==> src/rtl/alu_serial_ctrl.sv <==
// Serial ALU controller: runs a full-width add/sub/logic operation through a narrow external ALU, LSB slice first.
// Optional ALU_SERIAL_OVF_EN adds a signed Overflow output for add/sub.
module alu_serial_ctrl #(
   parameter int width = 4,
   parameter int words = 4
) (
   input  logic                   Clock,
   input  logic                   nReset,
   input  logic                   InValid,
   output logic                   InReady,
   input  logic [width*words-1:0] OperandA,
   input  logic [width*words-1:0] OperandB,
   input  logic [2:0]             Operation,
   input  logic                   CarryIn,
   output logic                   OutValid,
   input  logic                   OutReady,
   output logic [width*words-1:0] Result,
   output logic                   CarryOut,
`ifdef ALU_SERIAL_OVF_EN
   output logic                   Overflow,
`endif
   output logic [width-1:0]       AluA,
   output logic [width-1:0]       AluB,
   output logic [2:0]             AluOp,
   output logic                   AluCarryIn,
   input  logic [width-1:0]       AluAnswer,
   input  logic                   AluCarryOut
);

   localparam int TOTAL = width * words;
   localparam int IDX_W = (words > 1) ? $clog2(words) : 1;
   localparam logic [IDX_W-1:0] LAST_IDX = IDX_W'(words - 1);

   localparam logic [2:0] OP_ADD = 3'b001;
   localparam logic [2:0] OP_SUB = 3'b010;
   localparam logic [2:0] OP_AND = 3'b101;
   localparam logic [2:0] OP_OR  = 3'b110;
   localparam logic [2:0] OP_XOR = 3'b111;

   localparam logic [1:0] IDLE = 2'd0;
   localparam logic [1:0] RUN  = 2'd1;
   localparam logic [1:0] DONE = 2'd2;

   logic [1:0]       state;
   logic [IDX_W-1:0] idx;
   logic             chain;
   logic [TOTAL-1:0] a_cap;
   logic [TOTAL-1:0] b_cap;
   logic [2:0]       op_cap;
   logic             running;
   logic [width-1:0] slice_val;

   function automatic logic is_arith(input logic [2:0] op);
      return (op == OP_ADD) || (op == OP_SUB);
   endfunction

   function automatic logic is_defined(input logic [2:0] op);
      return (op == OP_ADD) || (op == OP_SUB) || (op == OP_AND) ||
             (op == OP_OR)  || (op == OP_XOR);
   endfunction

`ifdef ALU_SERIAL_OVF_EN
   logic ovf;

   // Subtraction is a + ~b, so B's sign is inverted before the same-sign test.
   function automatic logic signed_ovf(input logic [2:0] op, input logic a_sign,
                                       input logic b_sign, input logic r_sign);
      logic b_eff;
      b_eff = (op == OP_SUB) ? ~b_sign : b_sign;
      return is_arith(op) && (a_sign == b_eff) && (r_sign != a_sign);
   endfunction

   assign Overflow = ovf;
`endif

   assign running    = (state == RUN);
   assign InReady    = nReset && (state == IDLE);
   assign OutValid   = (state == DONE);
   assign slice_val  = is_defined(op_cap) ? AluAnswer : '0;

   assign AluA       = running ? a_cap[idx*width +: width] : '0;
   assign AluB       = running ? b_cap[idx*width +: width] : '0;
   assign AluOp      = running ? op_cap : 3'b000;
   assign AluCarryIn = running && is_arith(op_cap) && chain;

   // Request capture; the ALU-facing outputs are gated by state, so no reset is needed here.
   always_ff @(posedge Clock) begin
      if (state == IDLE && InValid) begin
         a_cap  <= OperandA;
         b_cap  <= OperandB;
         op_cap <= Operation;
      end
   end

   always_ff @(posedge Clock or negedge nReset) begin
      if (!nReset) begin
         state    <= IDLE;
         idx      <= '0;
         chain    <= 1'b0;
         Result   <= '0;
         CarryOut <= 1'b0;
`ifdef ALU_SERIAL_OVF_EN
         ovf      <= 1'b0;
`endif
      end else begin
         case (state)
            IDLE: begin
               if (InValid) begin
                  state <= RUN;
                  idx   <= '0;
                  chain <= is_arith(Operation) ? CarryIn : 1'b0;
               end
            end
            RUN: begin
               Result[idx*width +: width] <= slice_val;
               idx   <= idx + 1'b1;
               chain <= is_arith(op_cap) ? AluCarryOut : 1'b0;
               if (idx == LAST_IDX) begin
                  state    <= DONE;
                  CarryOut <= is_arith(op_cap) ? AluCarryOut : 1'b0;
`ifdef ALU_SERIAL_OVF_EN
                  ovf      <= signed_ovf(op_cap, a_cap[TOTAL-1], b_cap[TOTAL-1],
                                         AluAnswer[width-1]);
`endif
               end
            end
            DONE: begin
               if (OutReady) state <= IDLE;
            end
            default: state <= IDLE;
         endcase
      end
   end

endmodule

==> config.mk <==
export PLATFORM = sky130hd
export DESIGN_NAME = alu_serial_ctrl
export DESIGN_NICKNAME = d
export VERILOG_FILES = /design/src/rtl/alu_serial_ctrl.sv
export SDC_FILE = /design/constraint.sdc
export NUM_CORES = 1
export LEC_CHECK = 0
export ABC_AREA = 0
export CAP_MARGIN = 20
export CELL_PAD_IN_SITES_DETAIL_PLACEMENT = 1
export CELL_PAD_IN_SITES_GLOBAL_PLACEMENT = 1
export CORE_MARGIN = 2
export CORE_UTILIZATION = 27
export DETAILED_ROUTE_END_ITERATION = 8
export PLACE_DENSITY_LB_ADDON = 0.15
export SYNTH_ARGS = -nofsm -noshare
export SYNTH_HDL_FRONTEND = slang
export SYNTH_SLANG_ARGS = --single-unit
==> constraint.sdc <==
create_clock -name Clock -period 11.5 [get_ports Clock]
set_input_delay 2.3 -clock Clock [delete_from_list [all_inputs] [get_ports Clock]]
set_output_delay 2.3 -clock Clock [all_outputs]
set_load 0.01 [all_outputs]
==> impl_metrics.ini, run 1 <==
[sta]
setup_tns_ns = 0
tightest_slew_ns = 0.799
post-route-period-util_pct = 54.2
fin_worst_skew_ns = 0.00931
rsz0062_at_grt = no
hold_viol = 0
fin_crit_ns = 6.23
slew_headroom_pct = 46.7
maxSlewViolCount = 0
finalSetupViolCount = 0
fmax_mhz = 160

[placed_design]
dp_hpwl_mm = 3.81
place_congestion = 0.696
placed_area_sq_um = 3270
io_buffers = 75

[logic_synthesis]
yosysSeqAreaShare_pct = 67.1
synth.avg_cell_area_sq_um = 15.6
ys_types = 31
ys_ff_latch = 57
netlist_area_sq_um = 2390
synthCells = 153
synth_nets = 204
yosysWarnings = 0

[global_routing]
grt_max_degree = 39
grt-ovfl-total = 0
grt_pass1_wl_mm = 8.77
grt_use_total_pct = 11.8
grt_pass1_vias = 1763
antenna_found_initial = 0

[layout]
n_fill_cell = 911
multi_input_area_sq_um = 762
antenna_cells = 0
design_area_sq_um = 3500
nets = 288
area_growth_syn_to_layout_pct = 46.7
drive_gt1_share_pct = 14.5
regArea_sq_um = 1600

[routing]
via_per_inst = 4.50
wl_mm = 5.37
vias = 1575
avgRoutedWirePerCell_microns = 15.3
drt_iter0_drc = 33
drc_errors = 0
ant_nets = 0
first_pass_iters = 4

[power_and_ir_drop]
ir_worst_vdd_uv = 91.8
powerDensity_nw_per_um2 = 244
p_leak_nw = 1.31

[setup_path]
start_kind = input pin
cp.arrival_ns = 3.93
crit_type = in -> out
worstPathMaxFanout = 18
critPathCaptureType = output pin
required_ns = 9.20

[floorplan]
die_h_microns = 98.0
core-area_sq_um = 8640
std_cell_rows = 34
die_w_microns = 98.0
start_util_pct = 27.6
dieArea_sq_um = 9600
ioPinCount = 76

[clock_tree]
clk_pin_slew_ns = 0.07
cts_hold_buffers = 0
cts_buffers = 9
post-cts-setup-buffers = 0
clockRootBuffer = clkbuf_8
cts_tree = built
cts.htree.levels = 3
cts_buffer_depth = 2
post_cts_resized = 0
cts_sinks = 57
clock_latency_ns = 0.32

[outcome]
status = finished, final reports clean

[job]
cap_violations = 0

[min_path]
hp-class = reg -> reg
cells in the mapped netlist:
cell       n  area (sq um)
a22o_1    12           105
and2_1    11          68.8
and2b_1    1          7.51
and3_1     4          25.0
buf_2      1          5.00
clkbuf_1   3          11.3
dfrtp_1   22           551
edfxtp_1  35          1050
ha_1       6          75.1
inv_1      3          11.3
mux2_2     1          11.3
mux4_2     8           180
nand2_1   12          45.0
nand2b_1   3          18.8
nand3_1    4          20.0
nand3b_1   3          22.5
nand3b_2   1          11.3
nor2_1     2          7.51
nor2b_1    1          6.26
nor3_1     1          5.00
nor3_2     1          10.0
nor3b_1    3          22.5
nor4_2     2          25.0
o21ai_0    2          10.0
o21ai_1    4          20.0
o21bai_1   1          7.51
o221a_2    1          11.3
o22ai_1    1          6.26
or2_2      1          6.26
or4_4      1          11.3
xnor2_1    2          17.5
worst max-delay path, stage by stage:
cell and delay, ns:
clkdlybuf4s50_1 0.64, buf_8 0.22, nor3b_1 0.20, clkdlybuf4s50_1 0.57
cell families (layout without fill, tap and decap cells):
group	Yosys count	count (layout)	synth area share (%)
buffers and inverters	7	96	1.15
XOR/XNOR	2	2	0.734
flip-flops	57	57	67.1
adder cells (fa/ha/maj)	6	6	3.15
AND/OR/NAND/NOR	51	51	13.1
AO/OA/AOI/OAI	21	21	6.71
multiplexers	9	9	8.02
area by class of cell:
type                    count  area share, %
flip-flops and latches     57           45.7
repair buffers             77           22.1
multi-input cells          89           21.8
well taps                 108           3.86
clock buffers               9           3.54
clock inverters             7           2.68
inverters                   3          0.322
per-layer routing:
metal | part of all wire (%) | GRT usage, %
met1 | 42 | 14.3
met2 | 50 | 20.1
met3 | 6.2 | 3.51
met4 | 1.3 | 4.49
met5 | 0 | 0
state kept, by name (all words and copies together) (netlist names):
signal / count
Result: 16
b_cap: 16
chain: 1
a_cap: 16
state: 2
op_cap: 3
idx: 2
CarryOut: 1
path summary, 6_finish.rpt:
path / cells past startpoint / from / slack, ns / end
setup / recovery: 4 / nReset / 5.27 / InReady
min in group asynchronous: 1 / nReset / 2.22 / CarryOut
hold / removal: 2 / Result[12] / 0.48 / Result[12]
max in group asynchronous: 2 / nReset / 8.86 / Result[11]
hold reg to reg: 2 / Result[12] / 0.48 / Result[12]
setup reg to reg: 4 / idx[0] / 9.08 / Result[14]
cells in the final DEF (no fill, tap or decap), types with 3 or more instances in the layout:
| cell | synthesis | final |
|---|---|---|
| clkdlybuf4s50_1 | 0 | 75 |
| edfxtp_1 | 35 | 35 |
| dfrtp_1 | 22 | 22 |
| nand2_1 | 12 | 12 |
| a22o_1 | 12 | 12 |
| and2_1 | 11 | 11 |
| clkbuf_8 | 0 | 9 |
| mux4_2 | 8 | 8 |
| ha_1 | 6 | 6 |
| and3_1 | 4 | 4 |
| nand3_1 | 4 | 4 |
| o21ai_1 | 4 | 4 |
| inv_1 | 3 | 3 |
| nand3b_1 | 3 | 3 |
| nand2b_1 | 3 | 3 |
stage by stage:
stage          power, W  util, %  hold slack [ns]  std cells  setup slack, ns
4_1_cts        0.000872     40.4            0.498        349             4.83
3_3_place_gp   0.000659     37.8            0.471        333             4.86
5_1_grt        0.000914     40.5            0.512        350             5.15
6_report       0.000854     40.5            0.485        350             5.27
2_1_floorplan  0.000498        -            0.518        153             5.78
3_5_place_dp   0.000664     37.8            0.480        333             4.83
report_power, final:
group | internal [W] | switching, W | leakage, nW | total (W)
combinational | 0.000179 | 0.000139 | 0.585 | 0.000319
clock | 0.000122 | 0.0000828 | 0.106 | 0.000205
sequential | 0.000282 | 0.0000490 | 0.622 | 0.000331
total | 0.000583 | 0.000271 | 1.31 | 0.000854
No activity file was read; power rests on OpenSTA's default activity.
==> inputs of run 2 (changes only) <==
==> constraint.sdc (replaced) <==
create_clock -name Clock -period 6.3 [get_ports Clock]
set_input_delay 1.26 -clock Clock [delete_from_list [all_inputs] [get_ports Clock]]
set_output_delay 1.26 -clock Clock [all_outputs]
set_load 0.01 [all_outputs]
==> run 2 against run 1 <==
- routed wire length barely moved
- via count is 0.70% higher
- power rose by 76%
- count of clock-buffer cells in the layout is the same
- critical path type unchanged
==> impl_metrics.ini, run 2 (synthesized netlist as in run 1, its figures left out) <==
[outcome]
status = finished, final reports clean

[global_routing]
grt_use_total_pct = 12.0
antenna_found_initial = 0
grt-ovfl-total = 0
grt_max_degree = 39
grt_pass1_wl_mm = 8.79
grt_pass1_vias = 1785

[clock_tree]
clk_pin_slew_ns = 0.07
cts_buffers = 9
clockRootBuffer = clkbuf_8
clock_latency_ns = 0.33
cts.htree.levels = 3
cts_buffer_depth = 2
cts_hold_buffers = 0
cts_sinks = 57
cts_tree = built
post-cts-setup-buffers = 0
post_cts_resized = 0

[floorplan]
start_util_pct = 27.6
core-area_sq_um = 8640
die_h_microns = 98.0
die_w_microns = 98.0
ioPinCount = 76
std_cell_rows = 34
dieArea_sq_um = 9600

[layout]
mostFrequentLayoutCell = clkdlybuf4s50_1
drive_gt1_share_pct = 14.0
nets = 288
final_cell_mix = clkdlybuf4s50_1 (75), edfxtp_1 (35), dfrtp_1 (22)
n_fill_cell = 909
reg_top3 = Result: 16 flops, a_cap: 16 flops, b_cap: 16 flops
antenna_cells = 0
area_growth_syn_to_layout_pct = 45.0

[routing]
ant_nets = 0
vias = 1586
first_pass_iters = 2
wl_mm = 5.37
drc_errors = 0
via_per_inst = 4.53
avgRoutedWirePerCell_microns = 15.3
drt_iter0_drc = 36

[sta]
tightest_slew_ns = 0.774
fin_worst_skew_ns = 0.00416
maxSlewViolCount = 0
fmax_mhz = 247
finalSetupViolCount = 0
setup_tns_ns = 0
post-route-period-util_pct = 64.3
rsz0062_at_grt = no
slew_headroom_pct = 48.4
hold_viol = 0
fin_crit_ns = 4.05

[setup_path]
critPathCaptureType = output pin
crit_type = in -> out
reg2reg_depth = 4
regToRegSetupSlack_ns = 3.91
worstPathMaxFanout = 23
required_ns = 5.04
start_kind = input pin
cp.arrival_ns = 2.79

[power_and_ir_drop]
powerDensity_nw_per_um2 = 434
p_leak_nw = 1.30
power_w = 0.00150
ir_worst_vdd_uv = 174

[min_path]
hp-class = reg -> reg
hold_depth = 2

[placed_design]
place_congestion = 0.690
io_buffers = 75
dp_hpwl_mm = 3.83

[job]
cap_violations = 0
## run 2: critical path: stages
cell	delay [ns]
clkdlybuf4s50_1	0.46
buf_4	0.29
nor3b_1	0.22
clkdlybuf4s50_1	0.56
## run 2: worst paths after layout
kind | startpoint | to
setup / recovery | nReset | InReady
hold / removal | Result[12] | Result[12]
setup reg to reg | idx[0] | Result[14]
hold reg to reg | Result[12] | Result[12]
max in group asynchronous | nReset | idx[1]
min in group asynchronous | nReset | chain
## run 2: routing by layer
layer / track usage [%] / wire length [microns] / up-vias
met2: 20.1 / 2670 / 50
met4: 5.13 / 80 / 0
met3: 3.22 / 297 / 9
met5: 0 / 0 / -
met1: 14.5 / 2320 / 777
li1: - / - / 750
## run 2: through the flow
| stage | worst slack [ns] | utilization, % | cell area [sq um] | hold slack [ns] | cells |
|---|---|---|---|---|---|
| detailed placement | 2.21 | 37.9 | 3280 | 0.480 | 334 |
| floorplan | 1.62 | - | 2390 | 0.518 | 153 |
| finish | 2.25 | 40.1 | 3460 | 0.484 | 350 |
| CTS | 2.21 | 40.1 | 3460 | 0.497 | 350 |
| global route | 2.12 | 40.1 | 3460 | 0.523 | 350 |
| global placement | 2.24 | 37.9 | 3280 | 0.471 | 334 |
## run 2: final cells by class
cell class / count / area (sq um) / area share [%]
Clock buffer: 9 / 124 / 3.58
Clock inverter: 7 / 61.3 / 1.77
Inverter: 3 / 11.3 / 0.325
Multi-Input combinational cell: 89 / 762 / 22.0
Sequential cell: 57 / 1600 / 46.3
Tap cell: 108 / 135 / 3.90
Timing Repair Buffer: 77 / 766 / 22.1
## run 2: power breakdown
group,total [W],switching [W],internal (W)
clock network,0.000320,0.000142,0.000178
logic,0.000580,0.000253,0.000327
registers,0.000603,0.0000880,0.000515
total,0.00150,0.000483,0.00102
